[src/rtl/core_mul_pkg.sv]
// Shared encodings for the iterative multiplier: M-extension multiply controls
// and the sequencing FSM states.
package core_mul_pkg;

    localparam logic [1:0] CTRL_MUL    = 2'b00;
    localparam logic [1:0] CTRL_MULH   = 2'b01;
    localparam logic [1:0] CTRL_MULHSU = 2'b10;
    localparam logic [1:0] CTRL_MULHU  = 2'b11;
    localparam logic [1:0] CTRL_MULW   = 2'b00;

    typedef enum logic [1:0] {
        IDLE = 2'd0,
        CALC = 2'd1,
        DONE = 2'd2
    } mul_state_e;

endpackage

[src/rtl/core_mul_step.sv]
// One shift-add step: adds multiplicand * slice (BPC bits) into the accumulator.
module core_mul_step #(
    parameter int XLEN = 64,
    parameter int BPC  = 2
) (
    input  logic [2*XLEN-1:0] multiplicand,
    input  logic [BPC-1:0]    slice,
    input  logic [2*XLEN-1:0] acc,
    output logic [2*XLEN-1:0] acc_next
);

    logic [2*XLEN-1:0] sum;

    always_comb begin
        sum = acc;
        for (int i = 0; i < BPC; i++) begin
            if (slice[i]) begin
                sum = sum + (multiplicand << i);
            end
        end
    end

    assign acc_next = sum;

endmodule

[src/rtl/core_mul_iter.sv]
// Iterative unsigned-magnitude multiplier: sign/magnitude front end, shift-add
// datapath sequenced by a small FSM, registered valid/ready result port.
//
// state | meaning
// IDLE  | ready for a request
// CALC  | shift-add iterations in progress
// DONE  | result held until downstream accepts it
module core_mul_iter
    import core_mul_pkg::*;
#(
    parameter int XLEN = 64,
    parameter int BPC  = 2
) (
    input  logic              i_clk,
    input  logic              i_rst,
    input  logic              i_mul_valid,
    output logic              o_mul_ready,
    input  logic [XLEN-1:0]   i_mul_srcA,
    input  logic [XLEN-1:0]   i_mul_srcB,
    input  logic [1:0]        i_mul_control,
    input  logic              i_mul_isword,
    input  logic              i_mul_flush,
    output logic              o_mul_valid,
    input  logic              i_mul_ready,
    output logic [2*XLEN-1:0] o_mul_product,
    output logic              o_mul_srcA_Dsign,
    output logic              o_mul_srcB_Dsign,
    output logic              o_mul_srcA_Wsign,
    output logic              o_mul_srcB_Wsign,
    output logic [1:0]        o_mul_control,
    output logic              o_mul_isword
);

    localparam int HALF  = XLEN / 2;
    localparam int CNT_W = $clog2(XLEN / BPC + 1);
    localparam logic [CNT_W-1:0] LAST_DW = CNT_W'(XLEN / BPC - 1);
    localparam logic [CNT_W-1:0] LAST_W  = CNT_W'(HALF / BPC - 1);

    mul_state_e        state;
    logic [2*XLEN-1:0] mcand;
    logic [XLEN-1:0]   mplier;
    logic [2*XLEN-1:0] acc;
    logic [2*XLEN-1:0] acc_next;
    logic [CNT_W-1:0]  cnt;

    logic            signed_a, signed_b, word_signed;
    logic            dsign_a, dsign_b, wsign_a, wsign_b;
    logic [HALF-1:0] lo_a, lo_b;
    logic [XLEN-1:0] mag_a, mag_b;
    logic            accept;

    always_comb begin
        signed_a    = (i_mul_control != CTRL_MULHU);
        signed_b    = (i_mul_control == CTRL_MUL) || (i_mul_control == CTRL_MULH);
        word_signed = i_mul_isword && (i_mul_control == CTRL_MULW);
        dsign_a     = !i_mul_isword && signed_a && i_mul_srcA[XLEN-1];
        dsign_b     = !i_mul_isword && signed_b && i_mul_srcB[XLEN-1];
        wsign_a     = word_signed && i_mul_srcA[HALF-1];
        wsign_b     = word_signed && i_mul_srcB[HALF-1];
        lo_a        = i_mul_srcA[HALF-1:0];
        lo_b        = i_mul_srcB[HALF-1:0];
        // Negating the most-negative value yields 2^(W-1), which is the correct magnitude.
        if (i_mul_isword) begin
            mag_a = {{HALF{1'b0}}, (wsign_a ? -lo_a : lo_a)};
            mag_b = {{HALF{1'b0}}, (wsign_b ? -lo_b : lo_b)};
        end else begin
            mag_a = dsign_a ? -i_mul_srcA : i_mul_srcA;
            mag_b = dsign_b ? -i_mul_srcB : i_mul_srcB;
        end
    end

    assign o_mul_ready = (state == IDLE);
    assign accept      = i_mul_valid && (state == IDLE) && !i_mul_flush;

    core_mul_step #(
        .XLEN(XLEN),
        .BPC (BPC)
    ) u_step (
        .multiplicand(mcand),
        .slice       (mplier[BPC-1:0]),
        .acc         (acc),
        .acc_next    (acc_next)
    );

    always_ff @(posedge i_clk) begin
        if (i_rst) begin
            state            <= IDLE;
            mcand            <= '0;
            mplier           <= '0;
            acc              <= '0;
            cnt              <= '0;
            o_mul_valid      <= 1'b0;
            o_mul_product    <= '0;
            o_mul_srcA_Dsign <= 1'b0;
            o_mul_srcB_Dsign <= 1'b0;
            o_mul_srcA_Wsign <= 1'b0;
            o_mul_srcB_Wsign <= 1'b0;
            o_mul_control    <= 2'b00;
            o_mul_isword     <= 1'b0;
        end else if (i_mul_flush) begin
            state       <= IDLE;
            o_mul_valid <= 1'b0;
            cnt         <= '0;
            acc         <= '0;
        end else begin
            case (state)
                IDLE: begin
                    if (accept) begin
                        o_mul_srcA_Dsign <= dsign_a;
                        o_mul_srcB_Dsign <= dsign_b;
                        o_mul_srcA_Wsign <= wsign_a;
                        o_mul_srcB_Wsign <= wsign_b;
                        o_mul_control    <= i_mul_control;
                        o_mul_isword     <= i_mul_isword;
                        acc              <= '0;
                        mcand            <= {{XLEN{1'b0}}, mag_a};
                        mplier           <= mag_b;
                        cnt              <= i_mul_isword ? LAST_W : LAST_DW;
                        if ((mag_a == '0) || (mag_b == '0)) begin
                            o_mul_product <= '0;
                            o_mul_valid   <= 1'b1;
                            state         <= DONE;
                        end else begin
                            state <= CALC;
                        end
                    end
                end
                CALC: begin
                    acc    <= acc_next;
                    mcand  <= mcand << BPC;
                    mplier <= mplier >> BPC;
                    if (cnt == '0) begin
                        o_mul_product <= acc_next;
                        o_mul_valid   <= 1'b1;
                        state         <= DONE;
                    end else begin
                        cnt <= cnt - 1'b1;
                    end
                end
                DONE: begin
                    if (i_mul_ready) begin
                        o_mul_valid <= 1'b0;
                        state       <= IDLE;
                    end
                end
                default: state <= IDLE;
            endcase
        end
    end

endmodule
[config.mk]
export PLATFORM = sky130hd
export DESIGN_NAME = core_mul_iter
export DESIGN_NICKNAME = d
export VERILOG_FILES = /design/src/rtl/core_mul_pkg.sv /design/src/rtl/core_mul_step.sv /design/src/rtl/core_mul_iter.sv
export SDC_FILE = /design/constraint.sdc
export NUM_CORES = 2
export LEC_CHECK = 0
export BUFFER_PORTS_ARGS = -buffer_cell sky130_fd_sc_hd__clkbuf_2
export CAP_MARGIN = 30
export CORE_MARGIN = 10
export CORE_UTILIZATION = 35
export DETAILED_ROUTE_END_ITERATION = 6
export PLACE_DENSITY = 0.61
export RECOVER_POWER = 50
export SYNTH_ARGS = -nofsm -noshare
export SYNTH_HDL_FRONTEND = slang
export SYNTH_SLANG_ARGS = --single-unit
[constraint.sdc]
create_clock -name i_clk -period 8.4 [get_ports i_clk]
set_input_delay 1.26 -clock i_clk [delete_from_list [all_inputs] [get_ports i_clk]]
set_output_delay 1.26 -clock i_clk [all_outputs]
set_load 0.01 [all_outputs]
# Yosys cells after proc, flatten, opt, wreduce, memory -nomap -nowiden

Cells that the tools add are included.

Multiplexer cells: 32
Eq/ne operators: 9
Reductions and logical operators: 28
Add/sub/neg operators: 7
Bitwise gates (word level): 1

Operators by type and width:

| cell                                              | count |
|---|---|
| 2-to-1 mux 128 bit                                | 7 |
| one-hot mux 128 bit (2 select lines)              | 3 |
| 2-to-1 mux 64 bit                                 | 5 |
| adder 128 bit                                     | 2 |
| logical NOT 64 bit                                | 2 |
| negation 64 bit                                   | 2 |
| one-hot mux 64 bit (2 select lines)               | 1 |
| 2-to-1 mux 32 bit                                 | 2 |
| negation 32 bit                                   | 2 |
| 2-to-1 mux 6 bit                                  | 2 |
| one-hot mux 6 bit (2 select lines)                | 1 |
| AND reduction 3 bit                               | 4 |
| AND reduction 5 bit                               | 2 |
| logical AND 1 bit                                 | 9 |
| 2-to-1 mux 2 bit                                  | 4 |
| != test 2 bit (second input constant)             | 4 |
| logical NOT 6 bit                                 | 1 |
| one-hot mux 2 bit (3 select lines)                | 1 |
| subtractor 6 x 1 -> 6 bit (second input constant) | 1 |
| 2-to-1 mux 5 bit                                  | 1 |
| == test 2 x 1 -> 1 bit (second input constant)    | 2 |
| logical NOT 2 bit                                 | 2 |
| 2-to-1 mux 1 bit                                  | 4 |
| != test 2 x 1 -> 1 bit (second input constant)    | 2 |
| other kinds (9)                                   | 11 |

Register bits: 464
Input port bits: 136
Output and inout port bits: 137
Logic and storage cells: 90

# Depth between registers and ports, before layout

Depth in word-level cells: 11
Depth in mapped cells: 33
Gate-level depth less buffers: 32

# Cells and area by module

A second synthesis with hierarchy kept.

Cells, all modules: 5975
Area total of the unflattened synthesis: 42449.5 um^2

By module, submodules not included:

| module        | cells an instance | sequential area each (um^2) | instances | area an instance (um^2) |
|---|---|---|---|---|
| core_mul_iter | 2901              | 9288.9                      | 1         | 22492.8 |
| core_mul_step | 3074              | 0.0                         | 1         | 19956.6 |

# Worst setup path before layout

OpenSTA, ideal clock, no wires.

Path type: register to register
From: register mcand[3]
To: register acc[117]
Buffers on the path: 1
Cell stages (with the launch flop): 32
Arrival: 6291 ps
Data required time: 8272 ps
Setup slack: 1982 ps
Period minus slack after synthesis: 6418 ps
Setup time: 128 ps
Cells stage by stage: dfxtp_1 > ha_1 > a21o_1 > a21oi_1 > a21boi_0 > a221o_1 > a31oi_1 > a31oi_1 > or2_2 > clkbuf_1 > a31o_2 > a21oi_1 > o21bai_1 > a21oi_1 > xnor2_1 > mux2_2 > ha_1 > nand4_1 > or3_1 > or4_1 > o221ai_1 > a211oi_1 > o21ai_0 > a221oi_1 > nor2_1 > a41oi_1 > o21ai_0 > xor2_1 > nand2_1 > o21ai_0 > a22oi_1 > nor2_1

Cells in the longest elaborated chain, start to end: 5

RTL lines:

| element                                  | line                 | text |
|---|---|---|
| from (decl)                              | core_mul_iter.sv:40  | `logic [2*XLEN-1:0] mcand;` |
| from (signal assigned)                   | core_mul_iter.sv:116 | `mcand <= {{XLEN{1'b0}}, mag_a};` |
| from (signal assigned)                   | core_mul_iter.sv:130 | `mcand <= mcand << BPC;` |
| adder 128 bit                            | core_mul_step.sv:18  | `sum = sum + (multiplicand << i);` |
| 2-to-1 mux 128 bit                       | core_mul_step.sv:17  | `if (slice[i]) begin` |
| adder 128 bit                            | core_mul_step.sv:18  |  |
| 2-to-1 mux 128 bit (*)                   | core_mul_step.sv:17  |  |
| one-hot mux 128 bit (2 select lines) (*) | core_mul_iter.sv:106 | `case (state)` |
| to (signal assigned)                     | core_mul_iter.sv:129 | `acc <= acc_next;` |
| to (decl)                                | core_mul_iter.sv:42  | `logic [2*XLEN-1:0] acc;` |

Every way passes the cells marked *; elsewhere a longest branch is shown, timed or not.
A chain may end at the register's enable or synchronous reset.

# Worst setup path after layout

From: register mcand[0]
To: register acc[127]

The elaborated chain is that of the path after synthesis.

==> reports/summary.md <==
The run finished, with violations left. The final reports fail on capacitance limit, slew limit. In the layout the commonest cells are sky130_fd_sc_hd__a21oi_1, sky130_fd_sc_hd__nand2_1, sky130_fd_sc_hd__nor2_1. The first global-routing pass estimated 263300 um of wire. The number of resized instances in the post-cts repair step is 0. The post-detailed-route DRC marker count is 0, and the total count of hold-check failures in the final report is 0. The timing startpoint of the critical path was mcand[0]$_SDFFE_PP0P_.

Cells with a size suffix above 1 make up 8.907% of the layout. The origin of the worst min-delay path was o_mul_product[8]$_SDFFE_PP0P_. The Yosys step of the flow raised 0 warnings. Ranked by total cell area, the synthesized netlist is headed by sky130_fd_sc_hd__dfxtp_1, sky130_fd_sc_hd__a21oi_1, sky130_fd_sc_hd__ha_1. For this run, the total global-route usage over all layers was measured as 25.78%. The startpoint kind of the worst setup timing path is a flop. In this run, synthesis inferred 0 flip-flops with an integrated enable.

The number of nets handed over by synthesis was 6068. In this run the post-CTS setup repair buffer count came out at 0. For this run, the post-layout net count is 6142. The worst register-to-register path has a setup slack of 0.26 ns. In this run the tightest slew margin relative to its limit is -282.3%.

The path with the worst hold slack has its endpoint at o_mul_product[8]$_SDFFE_PP0P_. Of all flip-flops after synthesis, the portion carrying an async set or reset was 0%. Across the run, the number of max-cap violations was 10.

The tools report the effective utilization at floorplan as 35.24%. After routing, the total negative slack on setup checks comes to 0 ns. Data on the critical path is required at its endpoint by 8.98 ns.

The number of filler cells placed in the layout was 12159; the leakage power figure was 17.63 nW. Sequential cells were found to cover 23.05% of the synthesized design area. Global routing finished with a remaining overflow of 0. The launch instance of the worst register-to-register path was mcand[0]$_SDFFE_PP0P_.

The worst-case clock buffer depth was 3; the maximum number of pins on one net before global-route repair was 161. The area growth from synthesis to layout is 11.79%. TritonCTS built the clock tree. Vias per cell: 5.990. The final count of negative-setup-slack endpoints was 0. The biggest cell delay along the critical path is 0.56 ns, and the portion of synthesized cell area occupied by the leading cell type is 23.05%. The die height works out to 359.3 um.

Logic depth of the worst register-to-register path: 34. The detailed router placed 43728 vias in this run. Counting flops and latches in the post-synthesis netlist gives 464. The first routing iteration left 4066 violations. The placer's final routability congestion estimate came out at 1.021.

The synthesized netlist contains 89 unique library cells. During placement, the flow inserted port buffers numbering 272. Post-route minimum period: 8.142 ns. The cell that appears most often on the critical path is sky130_fd_sc_hd__a21oi_1. In this run the worst path has a maximum fanout of 7. The number of buffers inserted during clock tree synthesis came out at 59. The number of global-route vias before repair was 41456.

The worst-case clock skew came out at 0.03199 ns. The clock transition at the registers of the reported paths came out at 0.06 ns. The cell at the slowest stage of the critical path is sky130_fd_sc_hd__a221oi_1.

The tools report the area of the core as 114300 sq um. The worst hold path belongs to the class flop to flop. The storage element area was 9293 sq um; the overall die area was 129100 sq um. Final HPWL from detailed placement: 138000 um. The total wire length after detailed routing is 177600 um, and the transition time at the pin with the least slew margin is 5.734 ns. In the post-route analysis, the smallest setup slack over all paths is 0.2581 ns. After floorplanning, the core was divided into 124 placement rows. The highest attainable clock frequency is 122.8 MHz. The share of the cycle needed by the critical path after routing was 96.93%; the post-detailed-route count of antenna-violating nets was 0. The logs give 40290 sq um for the cell area after synthesis and 0.69 ns for the latest clock arrival within the worst-skew pair. The most frequent standard cell in the layout excluding fill and tap cells was sky130_fd_sc_hd__a21oi_1. CTS placed an instance of sky130_fd_sc_hd__clkbuf_16 at the clock tree root. The count of boundary I/O pins is 273, and the number of H-tree branching levels is 2. The tools report the final-report max-slew violation count as 679. In the final layout, the multi-input gates occupy 29170 sq um. The horizontal extent of the die is 359.3 um, and the per-cell routed wire length is 24.32 um. Setup repair after global routing left no endpoint under its margin. The worst-case IR drop observed on VDD is 145.8 uV. The largest total area in the synthesized netlist belongs to sky130_fd_sc_hd__dfxtp_1.

The mean instance size in the synthesized netlist came out at 7.123 sq um. In the synthesized netlist the dominant register cell turns out to be sky130_fd_sc_hd__dfxtp_1. The worst setup path is captured at a flop.

The worst setup path is of the flop to flop kind. The depth of the worst hold-timing path is 2. End of the worst register-to-register path: acc[127]$_SDFFE_PP0P_. The first TritonRoute pass finished after 6 iterations. Timing analysis after detailed placement gives a worst setup slack of 0.3720 ns. The number of sinks driven by the clock tree is 464.

For this design the ratio of total power to cell area is 131.2 nW/um^2. Hold repair after CTS inserted 0 buffers. The number of antenna violations at the first check in global routing is 21, and the count of mapped cells out of synthesis is 5657.

At the worst endpoint, the arrival time is 8.72 ns.
[through the flow]
step / std cells / power, mW / area [sq um] / util (%) / hold slack [ns]
finish: 7300 / 5.908 / 45050 / 39.39 / 0.4493
global route: 7294 / 6.111 / 45030 / 39.38 / 0.4662
CTS: 7292 / 5.929 / 45210 / 39.54 / 0.4518
detailed placement: 7180 / 3.184 / 43150 / 37.73 / 0.4436
global placement: 7179 / 3.181 / 43120 / 37.71 / 0.4386
floorplan: 5657 / 2.870 / 40290 / - / 0.4320
[Yosys cell counts (33+ instances only)]
master and n:
sky130_fd_sc_hd__xor2_1 161, sky130_fd_sc_hd__a22oi_1 33, sky130_fd_sc_hd__mux2i_1 34, sky130_fd_sc_hd__a211oi_1 100, sky130_fd_sc_hd__o21ai_0 339, sky130_fd_sc_hd__o21bai_1 63
sky130_fd_sc_hd__nor3_1 138, sky130_fd_sc_hd__mux2_2 96, sky130_fd_sc_hd__nand2b_1 38, sky130_fd_sc_hd__xnor2_1 195, sky130_fd_sc_hd__o31ai_1 36, sky130_fd_sc_hd__dfxtp_1 464
sky130_fd_sc_hd__a21o_1 159, sky130_fd_sc_hd__nand4_1 117, sky130_fd_sc_hd__inv_1 124, sky130_fd_sc_hd__a221oi_1 47, sky130_fd_sc_hd__or3_1 53, sky130_fd_sc_hd__nor4_1 51
sky130_fd_sc_hd__ha_1 273, sky130_fd_sc_hd__nand3_1 144, sky130_fd_sc_hd__o21a_1 37, sky130_fd_sc_hd__nor2_1 625, sky130_fd_sc_hd__o211ai_1 59, sky130_fd_sc_hd__a31oi_1 59
sky130_fd_sc_hd__clkbuf_1 332, sky130_fd_sc_hd__a21oi_1 743, sky130_fd_sc_hd__nand2_1 686
[worst max-delay path: cells and delay by family (launching register included)]
kind / cells / cell delay [ns]
flip-flops: 1 / 0.35
adder cells (fa/ha/maj): 3 / 0.83
AO/OA/AOI/OAI: 20 / 5.04
XOR/XNOR: 3 / 0.54
AND/OR/NAND/NOR: 3 / 0.32
buffers and inverters: 4 / 0.64
multiplexers: 1 / 0.30
[layer usage]
metal  part of all wire, %  vias up  track usage, %  wire length, um
met3                   8.2      374           5.049            14530
met1                    43    20727           33.78            76450
li1                      -    20755               -                -
met4                   4.8       32           11.58             8512
met5                  0.12        -               0              221
met2                    44     1840           40.49            77850
[flip-flops by register name, indices dropped and copies added, names as in the netlist]
register / flops
acc: 128
cnt: 6
mcand: 128
mplier: 64
o_mul_control: 2
o_mul_isword: 1
o_mul_product: 128
o_mul_srcA_Dsign: 1
o_mul_srcA_Wsign: 1
o_mul_srcB_Dsign: 1
o_mul_srcB_Wsign: 1
o_mul_valid: 1
state: 2
[cells by family (layout without fill, tap and decap cells)]
group / after synthesis / count (layout) / share of synthesized area [%]
AND/OR/NAND/NOR: 2032 / 2032 / 23.10
AO/OA/AOI/OAI: 1890 / 1890 / 29.10
buffers and inverters: 508 / 633 / 4.822
flip-flops: 464 / 464 / 23.05
XOR/XNOR: 357 / 357 / 7.794
adder cells (fa/ha/maj): 275 / 275 / 8.576
multiplexers: 131 / 131 / 3.555
other: 0 / 6 / 0
[how the worst max path moves through the flow]
stage,to,slack [ns],depth (start not counted)
5_1_grt,o_mul_product[87]$_SDFFE_PP0P_,0.06,29
3_3_place_gp,acc[117]$_SDFFE_PP0P_,0.42,29
6_report,acc[127]$_SDFFE_PP0P_,0.26,34
4_1_cts,acc[127]$_SDFFE_PP0P_,0.36,31
2_1_floorplan,acc[117]$_SDFFE_PP0P_,1.98,31
3_5_place_dp,acc[127]$_SDFFE_PP0P_,0.37,31
[power by group]
group	switching, mW	leakage (nW)	internal (mW)	total (mW)
clock	1.14	1.02	1.61	2.75
combinational	0.582	12.8	0.275	0.857
sequential	0.0591	3.76	2.25	2.31
[area by class of cell]
class | instances | share of cell area [%]
timing repair buffer | 395 | 4.753
clock buffer | 76 | 3.644
clock inverter | 36 | 0.9444
antenna | 6 | 0.03333
inverter | 126 | 1.050
sequential | 464 | 20.63
tap | 1512 | 4.200
multi-input combinational | 4685 | 64.75
Note: power is estimated with default switching activity, not from simulation.
